===== src/rtl/pc_ctrl_if.sv =====
// Bundles the ID/EX/MEM hazard inputs and the PC/pipeline-register controls of pc_ctrl.
// slave = pc_ctrl side, master = the side driving decode/pipeline state.
interface pc_ctrl_if #(
    parameter int RB = 5,
    parameter int CW = 32
);
    logic          imem_ready;
    logic          id_jump;
    logic          id_branch;
    logic          id_jr;
    logic          id_eq;
    logic [RB-1:0] id_rs;
    logic [RB-1:0] id_rt;
    logic          id_uses_rt;
    logic          ex_mem_read;
    logic          ex_reg_write;
    logic [RB-1:0] ex_dst;
    logic          mem_mem_read;
    logic [RB-1:0] mem_dst;

    logic          pc_write;
    logic [1:0]    pc_src;
    logic          if_id_write;
    logic          if_id_flush;
    logic          id_ex_bubble;
    logic [CW-1:0] perf_stalls;
    logic [CW-1:0] perf_flushes;

    modport slave (
        input  imem_ready, id_jump, id_branch, id_jr, id_eq, id_rs, id_rt, id_uses_rt,
        input  ex_mem_read, ex_reg_write, ex_dst, mem_mem_read, mem_dst,
        output pc_write, pc_src, if_id_write, if_id_flush, id_ex_bubble,
        output perf_stalls, perf_flushes
    );

    modport master (
        output imem_ready, id_jump, id_branch, id_jr, id_eq, id_rs, id_rt, id_uses_rt,
        output ex_mem_read, ex_reg_write, ex_dst, mem_mem_read, mem_dst,
        input  pc_write, pc_src, if_id_write, if_id_flush, id_ex_bubble,
        input  perf_stalls, perf_flushes
    );
endinterface


===== src/rtl/pc_ctrl.sv =====
// PC / IF-ID / ID-EX control: ID-stage redirects, load-use and branch-operand stalls, redirects held until imem is ready.
// Mealy outputs (same-cycle); optional saturating perf counters under PC_CTRL_PERF_EN.
module pc_ctrl #(
    parameter int RB = 5,
    parameter int CW = 32
) (
    input  logic        clk,
    input  logic        rst,
    pc_ctrl_if.slave    bus
);
    typedef enum logic [1:0] {RUN, STALL, REDIR_PEND} st_t;

    st_t        st, st_nxt;
    logic [1:0] cnt, cnt_nxt;
    logic [1:0] pend_src, pend_nxt;

    logic       pc_write, if_id_write, if_id_flush, id_ex_bubble;
    logic [1:0] pc_src;

    logic       ex_match, mem_match, br_act, lu, bd1, bd2;
    logic [1:0] need;
    logic       take;
    logic [1:0] src;

    // Register 0 is hardwired, so it never forms a dependency.
    assign ex_match  = (bus.ex_dst != '0) &&
                       ((bus.ex_dst == bus.id_rs) || (bus.id_branch && bus.ex_dst == bus.id_rt));
    assign mem_match = (bus.mem_dst != '0) &&
                       ((bus.mem_dst == bus.id_rs) || (bus.id_branch && bus.mem_dst == bus.id_rt));
    assign br_act    = bus.id_branch | bus.id_jr;

    assign lu  = bus.ex_mem_read && (bus.ex_dst != '0) &&
                 ((bus.ex_dst == bus.id_rs) || (bus.id_uses_rt && bus.ex_dst == bus.id_rt));
    assign bd2 = br_act && bus.ex_mem_read && ex_match;
    assign bd1 = br_act && ((bus.ex_reg_write && !bus.ex_mem_read && ex_match) ||
                            (bus.mem_mem_read && mem_match));
    assign need = bd2 ? 2'd2 : ((bd1 || lu) ? 2'd1 : 2'd0);

    assign take = bus.id_jr | bus.id_jump | (bus.id_branch & bus.id_eq);
    assign src  = bus.id_jr ? 2'b11 : (bus.id_jump ? 2'b01 : 2'b10);

    always_ff @(posedge clk) begin
        if (rst) begin
            st       <= RUN;
            cnt      <= '0;
            pend_src <= '0;
        end else begin
            st       <= st_nxt;
            cnt      <= cnt_nxt;
            pend_src <= pend_nxt;
        end
    end

    always_comb begin
        st_nxt       = st;
        cnt_nxt      = cnt;
        pend_nxt     = pend_src;
        pc_write     = 1'b0;
        pc_src       = 2'b00;
        if_id_write  = 1'b0;
        if_id_flush  = 1'b0;
        id_ex_bubble = 1'b1;
        case (st)
            RUN: begin
                if (need != 2'd0) begin
                    // cnt counts the stall cycles still owed, including this one.
                    cnt_nxt = need - 2'd1;
                    st_nxt  = (need == 2'd1) ? RUN : STALL;
                end else if (take) begin
                    if (bus.imem_ready) begin
                        pc_write     = 1'b1;
                        pc_src       = src;
                        if_id_flush  = 1'b1;
                        id_ex_bubble = 1'b0;
                    end else begin
                        pend_nxt = src;
                        st_nxt   = REDIR_PEND;
                    end
                end else begin
                    pc_write     = bus.imem_ready;
                    if_id_write  = bus.imem_ready;
                    id_ex_bubble = !bus.imem_ready;
                end
            end
            STALL: begin
                if (cnt <= 2'd1) begin
                    st_nxt  = RUN;
                    cnt_nxt = '0;
                end else begin
                    cnt_nxt = cnt - 2'd1;
                end
            end
            REDIR_PEND: begin
                // ID is frozen here; only imem_ready matters.
                if (bus.imem_ready) begin
                    pc_write     = 1'b1;
                    pc_src       = pend_src;
                    if_id_flush  = 1'b1;
                    id_ex_bubble = 1'b0;
                    pend_nxt     = '0;
                    st_nxt       = RUN;
                end
            end
            default: begin
                st_nxt  = RUN;
                cnt_nxt = '0;
            end
        endcase
        if (rst) begin
            pc_write     = 1'b0;
            pc_src       = 2'b00;
            if_id_write  = 1'b0;
            if_id_flush  = 1'b0;
            id_ex_bubble = 1'b1;
        end
    end

    assign bus.pc_write     = pc_write;
    assign bus.pc_src       = pc_src;
    assign bus.if_id_write  = if_id_write;
    assign bus.if_id_flush  = if_id_flush;
    assign bus.id_ex_bubble = id_ex_bubble;

`ifdef PC_CTRL_PERF_EN
    logic [CW-1:0] stall_q, flush_q;

    always_ff @(posedge clk) begin
        if (rst) begin
            stall_q <= '0;
            flush_q <= '0;
        end else begin
            if (id_ex_bubble && (stall_q != '1))
                stall_q <= stall_q + CW'(1);
            if (if_id_flush && (flush_q != '1))
                flush_q <= flush_q + CW'(1);
        end
    end

    assign bus.perf_stalls  = stall_q;
    assign bus.perf_flushes = flush_q;
`else
    assign bus.perf_stalls  = '0;
    assign bus.perf_flushes = '0;
`endif
endmodule


===== src/flat_wrapper.sv =====
// flat-port wrapper written by rule: the top's interface ports become plain ports
module pc_ctrl_flat 
#(
    parameter int RB = 5,
    parameter int CW = 32
)
  (clk, rst, bus_imem_ready, bus_id_jump, bus_id_branch, bus_id_jr, bus_id_eq, bus_id_rs, bus_id_rt, bus_id_uses_rt, bus_ex_mem_read, bus_ex_reg_write, bus_ex_dst, bus_mem_mem_read, bus_mem_dst, bus_pc_write, bus_pc_src, bus_if_id_write, bus_if_id_flush, bus_id_ex_bubble, bus_perf_stalls, bus_perf_flushes);
  pc_ctrl_if #(.RB(RB), .CW(CW)) bus_i ();
  input  logic clk;
  input  logic rst;
  input wire logic [$bits(bus_i.imem_ready)-1:0] bus_imem_ready;
  input wire logic [$bits(bus_i.id_jump)-1:0] bus_id_jump;
  input wire logic [$bits(bus_i.id_branch)-1:0] bus_id_branch;
  input wire logic [$bits(bus_i.id_jr)-1:0] bus_id_jr;
  input wire logic [$bits(bus_i.id_eq)-1:0] bus_id_eq;
  input wire logic [$bits(bus_i.id_rs)-1:0] bus_id_rs;
  input wire logic [$bits(bus_i.id_rt)-1:0] bus_id_rt;
  input wire logic [$bits(bus_i.id_uses_rt)-1:0] bus_id_uses_rt;
  input wire logic [$bits(bus_i.ex_mem_read)-1:0] bus_ex_mem_read;
  input wire logic [$bits(bus_i.ex_reg_write)-1:0] bus_ex_reg_write;
  input wire logic [$bits(bus_i.ex_dst)-1:0] bus_ex_dst;
  input wire logic [$bits(bus_i.mem_mem_read)-1:0] bus_mem_mem_read;
  input wire logic [$bits(bus_i.mem_dst)-1:0] bus_mem_dst;
  output wire logic [$bits(bus_i.pc_write)-1:0] bus_pc_write;
  output wire logic [$bits(bus_i.pc_src)-1:0] bus_pc_src;
  output wire logic [$bits(bus_i.if_id_write)-1:0] bus_if_id_write;
  output wire logic [$bits(bus_i.if_id_flush)-1:0] bus_if_id_flush;
  output wire logic [$bits(bus_i.id_ex_bubble)-1:0] bus_id_ex_bubble;
  output wire logic [$bits(bus_i.perf_stalls)-1:0] bus_perf_stalls;
  output wire logic [$bits(bus_i.perf_flushes)-1:0] bus_perf_flushes;
  assign bus_i.imem_ready = bus_imem_ready;
  assign bus_i.id_jump = bus_id_jump;
  assign bus_i.id_branch = bus_id_branch;
  assign bus_i.id_jr = bus_id_jr;
  assign bus_i.id_eq = bus_id_eq;
  assign bus_i.id_rs = bus_id_rs;
  assign bus_i.id_rt = bus_id_rt;
  assign bus_i.id_uses_rt = bus_id_uses_rt;
  assign bus_i.ex_mem_read = bus_ex_mem_read;
  assign bus_i.ex_reg_write = bus_ex_reg_write;
  assign bus_i.ex_dst = bus_ex_dst;
  assign bus_i.mem_mem_read = bus_mem_mem_read;
  assign bus_i.mem_dst = bus_mem_dst;
  assign bus_pc_write = bus_i.pc_write;
  assign bus_pc_src = bus_i.pc_src;
  assign bus_if_id_write = bus_i.if_id_write;
  assign bus_if_id_flush = bus_i.if_id_flush;
  assign bus_id_ex_bubble = bus_i.id_ex_bubble;
  assign bus_perf_stalls = bus_i.perf_stalls;
  assign bus_perf_flushes = bus_i.perf_flushes;
  pc_ctrl #(.RB(RB), .CW(CW)) u_core (.clk(clk), .rst(rst), .bus(bus_i));
endmodule

===== config.mk =====
export PLATFORM = sky130hd
export DESIGN_NAME = pc_ctrl_flat
export DESIGN_NICKNAME = d
export VERILOG_FILES = /design/src/rtl/pc_ctrl_if.sv /design/src/rtl/pc_ctrl.sv /design/src/flat_wrapper.sv
export SDC_FILE = /design/constraint.sdc
export NUM_CORES = 1
export LEC_CHECK = 0
export BUFFER_PORTS_ARGS = -buffer_cell sky130_fd_sc_hd__buf_4
export CAP_MARGIN = 20
export CORE_ASPECT_RATIO = 0.9
export CORE_MARGIN = 2
export CORE_UTILIZATION = 42
export CTS_CLUSTER_DIAMETER = 30
export CTS_CLUSTER_SIZE = 10
export DETAILED_ROUTE_END_ITERATION = 6
export HOLD_SLACK_MARGIN = 0.05
export PLACE_DENSITY = 0.95
export SYNTH_ARGS = -nofsm -noshare
export SYNTH_HDL_FRONTEND = slang
export SYNTH_SLANG_ARGS = --single-unit
export TNS_END_PERCENT = 50

===== constraint.sdc =====
create_clock -name clk -period 3.5 [get_ports clk]
set_clock_uncertainty 0.15 [all_clocks]
set_input_delay 0.525 -clock clk [delete_from_list [all_inputs] [get_ports clk]]
set_output_delay 0.525 -clock clk [all_outputs]
set_load 0.03 [all_outputs]

# Word level (Yosys, flattened, before mapping)
# Cells that the tools add are included.
op_classes:
  mux: 42
  n_lt_le_gt_ge: 1
  n_reduce_logical: 28
  eq_ne: 15
  add_sub_neg: 2
  bitwise_logic: 5
ops:
  columns: ["cell", "n"]
  rows:
  - ["$mux W2", 18]
  - ["$eq A5 B5 Y1", 4]
  - ["$mux W1", 17]
  - ["$logic_and A1 B1 Y1", 13]
  - ["$pmux W2 S3", 2]
  - ["$reduce_bool A5 Y1", 2]
  - ["$pmux W2 S2", 2]
  - ["$ne A2 B1 Y1 const B", 3]
  - ["$ne A2 B2 Y1 const B", 3]
  - ["$pmux W1 S2", 3]
  - ["$logic_or A1 B1 Y1", 5]
  - ["$reduce_and A5 Y1", 1]
  - ["$eq A2 B1 Y1 const B", 2]
  - ["$reduce_and A4 Y1", 1]
  - ["$reduce_bool A2 Y1", 2]
  - ["$sub A2 B1 Y2 const B", 2]
  - ["$ne A3 B1 Y1 const B", 1]
  - ["$ne A3 B2 Y1 const B", 1]
  - ["$or A1 B1 Y1", 3]
  - ["$eq A2 B2 Y1 const B", 1]
  - ["$le A2 B1 Y1 const B", 1]
  - ["$logic_not A1 Y1", 2]
  - ["$logic_not A2 Y1", 1]
  - ["$reduce_and A2 Y1", 1]
  - ["other kinds (2)", 2]
totals:
  output_inout_bits: 70
  input_bits: 31
  ff_bits: 6
  elab_cells: 96

# Depth between registers and ports, before layout
# Gate-level depths: netlist of run 1.
logic_depth:
  word_depth: 14
  depth_mapped: 8
  mapped_depth_nobuf: 7

# Least setup slack after synthesis of run 1
# OpenSTA, ideal clock, no wires.
synth_timing:
  path_type: "input-to-output"
  from: "input bus_mem_dst[1]"
  to: "output bus_if_id_flush"
  arrival_time_ns: 2.403
  t_required_ns: 2.825
  stages: 6
  slack_ns: 0.422
  n_path_buf: 1
  path_cell_list: "or4_1 o221ai_2 o221ai_2 or2_1 buf_6 o21ai_0"
synth_via:
  elab_chain_len: 14
  word_cells_on_any_way: 16
  classes_between: "eq/ne: 2; mux: 5; reduce/logical: 9"
synth_lines:
  columns: ["element", "line", "source"]
  rows:
  - ["start: declaration", "flat_wrapper.sv:23", "input wire logic [$bits(bus_i.mem_dst)-1:0] bus_mem_dst;"]
  - ["$eq A5 B5 Y1", "pc_ctrl.sv:29", "((bus.mem_dst == bus.id_rs) || (bus.id_branch && bus.mem_dst == bus.id_rt));"]
  - ["$logic_and A1 B1 Y1", "pc_ctrl.sv:29", null]
  - ["$logic_or A1 B1 Y1", "pc_ctrl.sv:29", null]
  - ["$logic_and A1 B1 Y1 (*)", "pc_ctrl.sv:28", "assign mem_match = (bus.mem_dst != '0) &&"]
  - ["$logic_and A1 B1 Y1 (*)", "pc_ctrl.sv:36", "(bus.mem_mem_read && mem_match));"]
  - ["$logic_or A1 B1 Y1 (*)", "pc_ctrl.sv:35", "assign bd1 = br_act && ((bus.ex_reg_write && !bus.ex_mem_read && ex_match) ||"]
  - ["$logic_and A1 B1 Y1 (*)", "pc_ctrl.sv:35", null]
  - ["$logic_or A1 B1 Y1 (*)", "pc_ctrl.sv:37", "assign need = bd2 ? 2'd2 : ((bd1 || lu) ? 2'd1 : 2'd0);"]
  - ["$mux W1 (*)", "pc_ctrl.sv:37", null]
  - ["$mux W2 (*)", "pc_ctrl.sv:37", null]
  - ["$reduce_bool A2 Y1 (*)", "pc_ctrl.sv:65", "if (need != 2'd0) begin"]
  - ["$mux W1 (*)", "pc_ctrl.sv:65", null]
  - ["$pmux W1 S2 (*)", "pc_ctrl.sv:63", "case (st)"]
  - ["$mux W1 (*)", "pc_ctrl.sv:109", "if (rst) begin"]
  - ["end: declaration", "flat_wrapper.sv:27", "output wire logic [$bits(bus_i.if_id_flush)-1:0] bus_if_id_flush;"]
# Mark *: on every way between the ends. The rest lies on a longest branch, timed or not.

# Worst setup path after layout of run 1
layout_timing:
  from: "input bus_ex_dst[1]"
  to: "output bus_if_id_flush"
layout_via:
  elab_chain_len: 14
  word_cells_on_any_way: 21
  classes_between: "eq/ne: 2; mux: 5; reduce/logical: 14"
layout_lines:
  columns: ["element", "line", "source"]
  rows:
  - ["start: declaration", "flat_wrapper.sv:21", "input wire logic [$bits(bus_i.ex_dst)-1:0] bus_ex_dst;"]
  - ["$eq A5 B5 Y1", "pc_ctrl.sv:27, pc_ctrl.sv:33", null]
  - ["$logic_and A1 B1 Y1", "pc_ctrl.sv:27", "((bus.ex_dst == bus.id_rs) || (bus.id_branch && bus.ex_dst == bus.id_rt));"]
  - ["$logic_or A1 B1 Y1", "pc_ctrl.sv:27", null]
  - ["$logic_and A1 B1 Y1", "pc_ctrl.sv:26", "assign ex_match = (bus.ex_dst != '0) &&"]
  - ["$logic_and A1 B1 Y1", "pc_ctrl.sv:35", null]
  - ["$logic_or A1 B1 Y1", "pc_ctrl.sv:35", null]
  - ["$logic_and A1 B1 Y1", "pc_ctrl.sv:35", null]
  - ["$logic_or A1 B1 Y1", "pc_ctrl.sv:37", null]
  - ["$mux W1", "pc_ctrl.sv:37", null]
  - ["$mux W2 (*)", "pc_ctrl.sv:37", null]
  - ["$reduce_bool A2 Y1 (*)", "pc_ctrl.sv:65", null]
  - ["$mux W1 (*)", "pc_ctrl.sv:65", null]
  - ["$pmux W1 S2 (*)", "pc_ctrl.sv:63", null]
  - ["$mux W1 (*)", "pc_ctrl.sv:109", null]
# Marks and branches as above.

==> metrics.cfg, run 1 <==
[global_routing]
grt_use_total_pct = 14.1
grt-ovfl-total = 0
antenna_found_initial = 0
grt_start_max_net_pins = 10
grt_pass1_vias = 818
grt_pass1_wl_mm = 3.48

[place]
port_buffers = 36
place_area_um2 = 1280
gp_congestion = 0.875
dp_hpwl_mm = 2.05
pre_cts_ws_ps = 455

[timing]
holdWs_ps = 318
setup_ws_ps = 437
finalHoldViolCount = 0
rsz0062_at_grt = no
slew_violations = 0
finalSetupTns_ps = 0
fmax_mhz = 326
fin_crit_ps = 3060
setup_viol = 0
finalCritPeriodShare_pct = 87.5

[layout]
final_layout_size_suffix_gt1_share_pct = 22.7
layout.cells.most_common_list = conb_1 (64), buf_4 (36), xnor2_1 (10), xor2_1 (10), nand2_1 (8)
nNetsFinal = 231
diodes = 0
layout_commonest_cell = conb_1
register_area_um2 = 120
area_growth_pct = 6.87
final_area_um2 = 1300
multi_input_area_um2 = 837
fillers = 276

[yosys]
ys_async_sr_fraction_pct = 0
ys_types = 36
ys_seq_elements = 6
seq_area_frac_synth_pct = 9.85
netlist_instances = 162
syn_area_um2 = 1220
synth_edf_count = 0
synthFlopType = dfxtp_1
syn_area_per_cell_um2 = 7.53
yosysWarningCount = 0

[worst_setup_path]
worstSetupEndpointType = primary output
path_class = input pin to primary output
start_kind = input pin
worst_ep_required_time_ps = 2820
critPathArrivalTime_ps = 2390
crit_fanout = 9

[clock_network]
hold_buffers = 0
cts_made_buffers = 3
cts_resized = 0
htree_levels = 1
cts_tree = done
clock_path_buffers = 2
post-cts-setup-buffer-count = 0
worstSkewPairLatency_ps = 260
clk_pin_slew_ps = 60
root_buffer = clkbuf_4
cts.sinks = 6

[floorplan]
core_area_um2 = 2750
rows = 18
die_h_um = 55.1
initial_utilization_pct = 44.4
ios = 101
die_area_um2 = 3350
die_w_um = 60.8

[pwr]
total_power_mw = 0.372
p_leak_nw = 0.644
vdd_ir_drop_max_mv = 0.0899
power.density_nw_per_um2 = 286

[route]
wl_met1_um = 914
drt-total-wl_mm = 2.39
wl_met2_mm = 1.23
drc = 0
routed.top_layer = met4
firstDrtPassIters = 4
routedWlPerCell_um = 10.1
drt_iter0_markers = 25
ant_nets = 0
via_per_inst = 4.29
via_count = 1022
met3_length_um = 208

[worst_hold_path]
hold_path.class = flop to flop

[run]
drv_cap = 0

[run_status]
status = complete, no violations

power breakdown:
| group | total, mW | internal [mW] | switching (mW) | leakage (nW) |
|---|---|---|---|---|
| Clock | 0.0714 | 0.0393 | 0.0321 | 0.0138 |
| Combinational | 0.220 | 0.0632 | 0.157 | 0.581 |
| Sequential | 0.0807 | 0.0743 | 0.00643 | 0.0491 |
cells in the mapped netlist, drive strengths merged (3+ instances only):
cell type  instances  share of area [%]
nor3               5                2.1
nor2b              3                1.5
xor2              10                7.2
a21oi              7                2.9
xnor2             10                7.2
nand2b             4                2.1
o21ai              5                2.1
buf               65                 40
nand2              8                2.5
dfxtp              6                9.8
nor2               6                1.8
nand3              6                2.5
metal layers:
| layer | up-vias | GRT usage (%) |
|---|---|---|
| li1 | 496 | - |
| met1 | 453 | 16.1 |
| met2 | 68 | 25.4 |
| met3 | 5 | 2.33 |
| met4 | 0 | 7.25 |
| met5 | - | 0 |
worst max-delay path, stage by stage:
cell      delay [ps]
buf_4            120
xnor2_1          180
nand3_1          100
nor3_1           440
a21oi_1          110
o221ai_2         250
or2_1            330
o21ai_0          140
buf_4            180
flip-flops by register name, summed over array words and instances (netlist names):
| name | cells |
|---|---|
| u_core.cnt | 2 |
| u_core.pend_src | 2 |
| u_core.st | 2 |
cell type report:
class                   instances  share of cell area [%]
flip-flops and latches          6                    9.21
repair buffers                 36                    20.7
well taps                      40                    3.84
clock buffers                   3                    1.73
multi-input cells             152                    64.2
inverters                       1                   0.288
per-stage QoR:
step	std cells	utilization (%)
floorplan	225	-
global placement	235	46.6
detailed placement	235	46.6
CTS	238	47.4
global route	238	47.4
finish	238	47.4
worst paths after layout:
path,from,slack [ps],end,cells after the start
min reg2reg,u_core.pend_src[0],320,u_core.pend_src[0],2
max reg2reg,u_core.st[1],1860,u_core.cnt[0],4
min,u_core.pend_src[0],320,u_core.pend_src[0],2
max,bus_ex_dst[1],440,bus_if_id_flush,9
cell families after synthesis:
logic type | synth area share (%)
other | 0.307
flip-flops | 9.85
multiplexers | 1.64
XOR/XNOR | 14.4
AND/OR/NAND/NOR | 17.3
AO/OA/AOI/OAI | 15.6
buffers and inverters | 40.9
No activity file was read; power rests on OpenSTA's default activity.
==> run 2, diff against run 1 <==
- CORE_UTILIZATION: 42 -> 35
- PLACE_DENSITY: 0.95 -> 0.88
- SKIP_LAST_GASP: not set -> 1
- clock period: 3.5 -> 2.5 ns (I/O delays scaled with it)
==> run 2 against run 1 <==
Compared with the run above: clock power up 110%; die area rose by 19%; sequential share of layout area fell by 1.1 points; largest power group unchanged; worst hold slack got worse by 92 ps; first-iteration DRC count is 44% higher; final area is 13% higher; non-clock buffer count up 13.
==> metrics.cfg, run 2 (synthesis results as in run 1) <==
[timing]
fin_crit_ps = 2480
rsz0062_at_grt = yes
setup_ws_ps = 15.2  ; -422 ps
finalCritPeriodShare_pct = 99.4
setup_viol = 0  ; unchanged
slew_violations = 0  ; unchanged
finalHoldViolCount = 0  ; unchanged
holdWs_ps = 226  ; -92.1 ps
fmax_mhz = 402

[worst_setup_path]
crit_path_top_delay_cell = or4_4
crit_fanout = 7  ; -2
crit_buf_inv = 2  ; unchanged
start_kind = input pin
worst_ep_required_time_ps = 1980  ; -840 ps
path_class = input pin to primary output
critPathArrivalTime_ps = 1960  ; -430 ps
worstSetupEndpointType = primary output
cp_top_family = simple AND/OR/NAND/NOR gates
crit_top_cell = buf_6
critPathMaxStageDelay_ps = 540  ; +100 ps
path_cells = buf_6, or4_4, o221ai_4, o221ai_2, or2_4, o31ai_4, buf_6

[clock_network]
htree_levels = 1  ; unchanged
cts_tree = done
cts.sinks = 6  ; unchanged
clk_pin_slew_ps = 40  ; -20 ps
root_buffer = clkbuf_8
cts_made_buffers = 3  ; unchanged
worstSkewPairLatency_ps = 220  ; -40 ps
clock_path_buffers = 2  ; unchanged

[global_routing]
grt_use_total_pct = 13.7  ; -0.45 points
antenna_found_initial = 0  ; unchanged
grt-ovfl-total = 0  ; unchanged
grt_start_max_net_pins = 10  ; unchanged
grt_pass1_wl_mm = 4.20  ; +21%
grt_pass1_vias = 997  ; +22%

[floorplan]
rows = 20  ; +2
core_area_um2 = 3350  ; +22%
die_area_um2 = 3970  ; +19%
ios = 101  ; unchanged
initial_utilization_pct = 36.4  ; -8.0 points
die_w_um = 66.2  ; +8.9%
die_h_um = 60.0  ; +8.9%

[layout]
diodes = 0  ; unchanged
reg_top3 = u_core.cnt (2), u_core.pend_src (2), u_core.st (2)
layout.cells.most_common_list = conb_1 (64), buf_4 (45), xnor2_1 (10), xor2_1 (10), nand2_1 (8)
nNetsFinal = 244  ; +5.6%
final_layout_size_suffix_gt1_share_pct = 29.4  ; +6.7 points
final_area_um2 = 1480  ; +13%
area_growth_pct = 21.0
layout_commonest_cell = conb_1

[route]
drt-total-wl_mm = 2.76  ; +15%
routedWlPerCell_um = 10.8  ; +7.6%
ant_nets = 0  ; unchanged
firstDrtPassIters = 6  ; +2
drc = 0  ; unchanged
via_count = 1098  ; +7.4%
drt_iter0_markers = 36  ; +44%
via_per_inst = 4.31  ; +0.27%

[place]
pre_cts_ws_ps = -191  ; -646 ps
gp_congestion = 0.820  ; -6.2%
dp_hpwl_mm = 2.24  ; +9.3%
place_area_um2 = 1380  ; +7.9%
port_buffers = 36  ; unchanged

[pwr]
p_leak_nw = 0.728  ; +13%
total_power_mw = 0.610  ; +64%
power.density_nw_per_um2 = 413  ; +45%
vdd_ir_drop_max_mv = 0.113  ; +26%

[run_status]
status = complete, no violations

[run]
drv_cap = 0  ; unchanged

[worst_hold_path]
hold_path.class = input pin to flop

[run 2: cell types whose count changed in the layout (fill, tap and decap cells not counted), moves of 2 or more]
cell	change
o21ai_1	+2
buf_4	+9
clkbuf_4	-3
nor3_1	-2
clkbuf_8	+3
buf_6	+4
nor3_2	+2
o21ai_0	-2
[run 2: timing repair]
action	4_1_cts	5_1_grt
buffers inserted	1	1
endpoints found under the setup margin	6	6
hold buffers	0	0
pin swaps	3	4
gates resized for setup	3	5
[run 2: worst paths after layout]
kind	startpoint	end	slack, ps	cells after the start
max	bus_mem_dst[1]	bus_pc_src[1]	20	7
min	rst	u_core.st[1]	230	2
max reg2reg	u_core.st[1]	u_core.pend_src[1]	670	6
min reg2reg	u_core.pend_src[0]	u_core.pend_src[0]	310	2
[run 2: metrics by stage]
step                instances  setup TNS, ps  util (%)
floorplan                 225           -195         -
global placement          250           -539      41.2
detailed placement        250           -817      41.2
CTS                       254              0      43.0
global route              255           -236      44.0
finish                    255              0      44.0
[run 2: area by class of cell]
class | count | area, um2
clock buffers | 3 | 41.3
fillers | 352 | 1880
inverters | 1 | 3.75
multi-input cells | 152 | 873
flip-flops and latches | 6 | 120
well taps | 44 | 55.1
repair buffers | 49 | 383
[run 2: power by group]
part           internal, mW  total (mW)  switching [mW]  leakage, nW
Clock                 0.104       0.147          0.0438       0.0216
Sequential            0.105       0.114         0.00914       0.0491
Combinational         0.116       0.349           0.233        0.658
Total                 0.325       0.610           0.286        0.728
[run 2: metal layers]
metal  global-route usage (%)  wire length (um)
met1                     14.0               974
met2                     25.7              1470
met3                     2.26               218
met4                     8.75                95
met5                        0                 0
[run 2: worst register-to-register path, delay by kind of cell (launching register included)]
kind            cells  cell delay (ps)
flops               1              390
simple gates        2              600
compound gates      1              140
mux                 1              220
buf+inv             2              280
==> run 3, diff against run 2 <==
- clock period: 2.5 -> 2.16 ns (I/O delays scaled with it)
==> run 3 against run 2 <==
Compared with the run above: the run now ends with setup timing left; largest cell class unchanged; setup slack got worse by 260 ps; cell count increased by 3.1%; via count increased by 2.8%; sequential share of layout area decreased by 0.59 points; die area unchanged; critical path depth unchanged; count of clock-buffer cells in the layout unchanged; wire length increased by 7.2%; sequential cell count unchanged.
==> metrics.cfg, run 3 (synthesis results as in run 1) <==
[run_status]
status = finished with violations
violations = setup timing

[layout]
diodes = 0  ; unchanged
multi_input_area_um2 = 917  ; +5.0%
layout.cells.most_common_list = conb_1 (64), buf_4 (50), xor2_1 (10), xnor2_1 (9), nand2_1 (8)
register_area_um2 = 120  ; unchanged
final_layout_size_suffix_gt1_share_pct = 35.6  ; +6.2 points
reg_top3 = u_core.cnt (2), u_core.pend_src (2), u_core.st (2)
layout_commonest_cell = conb_1
nNetsFinal = 252  ; +3.3%
fillers = 347  ; -1.4%
final_cells = 263  ; +3.1%
area_growth_pct = 30.5

[clock_network]
cts.sinks = 6  ; unchanged
clock_path_buffers = 2  ; unchanged
cts_made_buffers = 3  ; unchanged
worstSkewPairLatency_ps = 230  ; about the same
htree_levels = 1  ; unchanged
cts_tree = done
root_buffer = clkbuf_8
clk_pin_slew_ps = 40  ; about the same

[route]
drt-total-wl_mm = 2.96  ; +7.2%
drt_iter0_markers = 53  ; +47%
drc = 0  ; unchanged
ant_nets = 0  ; unchanged
via_per_inst = 4.29  ; -0.30%
via_count = 1129  ; +2.8%
firstDrtPassIters = 4  ; -2
routedWlPerCell_um = 11.3  ; +4.0%

[timing]
finalHoldViolCount = 0  ; unchanged
fmax_mhz = 417
slew_violations = 0  ; unchanged
setup_ws_ps = -240  ; -255 ps
rsz0062_at_grt = yes
setup_viol = 6  ; +6
holdWs_ps = 176  ; -50.1 ps
fin_crit_ps = 2400
finalCritPeriodShare_pct = 111

[global_routing]
grt_start_max_net_pins = 9  ; -1
antenna_found_initial = 0  ; unchanged
grt_pass1_vias = 962  ; -3.5%
grt-ovfl-total = 0  ; unchanged
grt_use_total_pct = 14.0  ; +0.32 points
grt_pass1_wl_mm = 4.22  ; +0.48%

[pwr]
clkPwrFrac_pct = 23.2  ; -1.0 points
p_leak_nw = 0.786  ; +7.9%
switching_share_pct = 47.0  ; +0.15 points
p_sw_mw = 0.345  ; +21%
total_power_mw = 0.735  ; +21%
power.density_nw_per_um2 = 462  ; +12%
p_comb_share_pct = 59.5  ; +2.3 points
seq_power_share_pct = 17.3  ; -1.3 points
p_int_mw = 0.390  ; +20%
vdd_ir_drop_max_mv = 0.182  ; +61%

[place]
port_buffers = 36  ; unchanged
dp_hpwl_mm = 2.37  ; +5.7%
place_inst = 258  ; +3.2%
gp_congestion = 0.815  ; -0.67%

[run]
drv_cap = 0  ; unchanged

[floorplan]
ios = 101  ; unchanged
die_area_um2 = 3970  ; unchanged
rows = 20  ; unchanged
core_area_um2 = 3350  ; unchanged
die_h_um = 60.0  ; unchanged
die_w_um = 66.2  ; unchanged
initial_utilization_pct = 36.4  ; unchanged

[worst_setup_path]
start_kind = input pin
critPathMaxStageDelay_ps = 520  ; -20 ps
crit_path_top_delay_cell = or4_4
path_cells = buf_6, or4_4, o221ai_2, o221ai_2, or2_4, o31ai_4, buf_6
worstSetupEndpointType = primary output
path_class = input pin to primary output
cp_num_cells = 7  ; unchanged
critPathArrivalTime_ps = 1930  ; -30 ps
crit_fanout = 8  ; +1
cp_top_family = simple AND/OR/NAND/NOR gates
worst_ep_required_time_ps = 1690  ; -290 ps
reg2reg_depth = 7  ; +1
startpoint = bus_mem_dst[1]
crit_buf_inv = 2  ; unchanged
timing.rr.start = u_core.st[0]

[worst_hold_path]
hold_start = rst
hold_path_depth = 2  ; unchanged
hold_path.class = input pin to flop

## run 3: changes by cell type in the layout (fill, tap and decap cells not counted), sizes merged
cell / change
buf: +8
## run 3: path summary, 6_finish.rpt
| kind | to | slack [ps] |
|---|---|---|
| min reg2reg | u_core.pend_src[1] | 300 |
| min | u_core.st[1] | 180 |
| max reg2reg | u_core.pend_src[0] | 460 |
| max | bus_pc_src[1] | -240 |
## run 3: layout make-up
cell class	count	share of cell area, %
Tap cell	44	3.46
Clock buffer	3	2.59
Inverter	1	0.236
Sequential cell	6	7.55
Multi-Input combinational cell	152	57.6
Timing Repair Buffer	57	28.5
## run 3: worst reg2reg max path, stage by stage, from the launching register on
cell      delay [ps]
dfxtp_1          310
nor2_1           200
o221ai_2         150
buf_4            150
buf_4            130
nor4b_2          230
buf_4            160
mux2i_1          160
## run 3: metrics by stage
| step | worst slack (ps) | area, um2 | utilization, % | setup TNS [ps] |
|---|---|---|---|---|
| after detailed placement | -433 | 1470 | 43.9 | -2830 |
| final | -240 | 1590 | 47.5 | -1210 |
| after floorplan | -158 | 1500 | - | -688 |
| after global placement | -394 | 1470 | 43.9 | -2470 |
| after global routing | -327 | 1590 | 47.5 | -1660 |
| after CTS | -207 | 1550 | 46.1 | -1020 |
## run 3: per-layer routing
metal,up-vias,global-route usage (%),part of all wire [%]
li1,538,-,-
met5,-,0,0
met1,521,15.2,35
met2,65,26.0,55
met4,0,7.58,1.6
met3,5,2.07,8.4
## run 3: power by group through the flow
stage	registers (mW)	logic (mW)	clock network, mW
2_1_floorplan	0.127	0.377	0
3_3_place_gp	0.128	0.402	0
3_5_place_dp	0.128	0.409	0
4_1_cts	0.127	0.421	0.175
5_1_grt	0.128	0.466	0.181
6_report	0.127	0.438	0.171
## run 3: repair_timing
| action | CTS | global route |
|---|---|---|
| endpoints found under the hold margin | 0 | 0 |
| pin swaps | 2 | 6 |
| endpoints found under the setup margin | 6 | 8 |
| setup buffers | 2 | 0 |
| resized for setup | 6 | 9 |
| hold buffers | 0 | 0 |
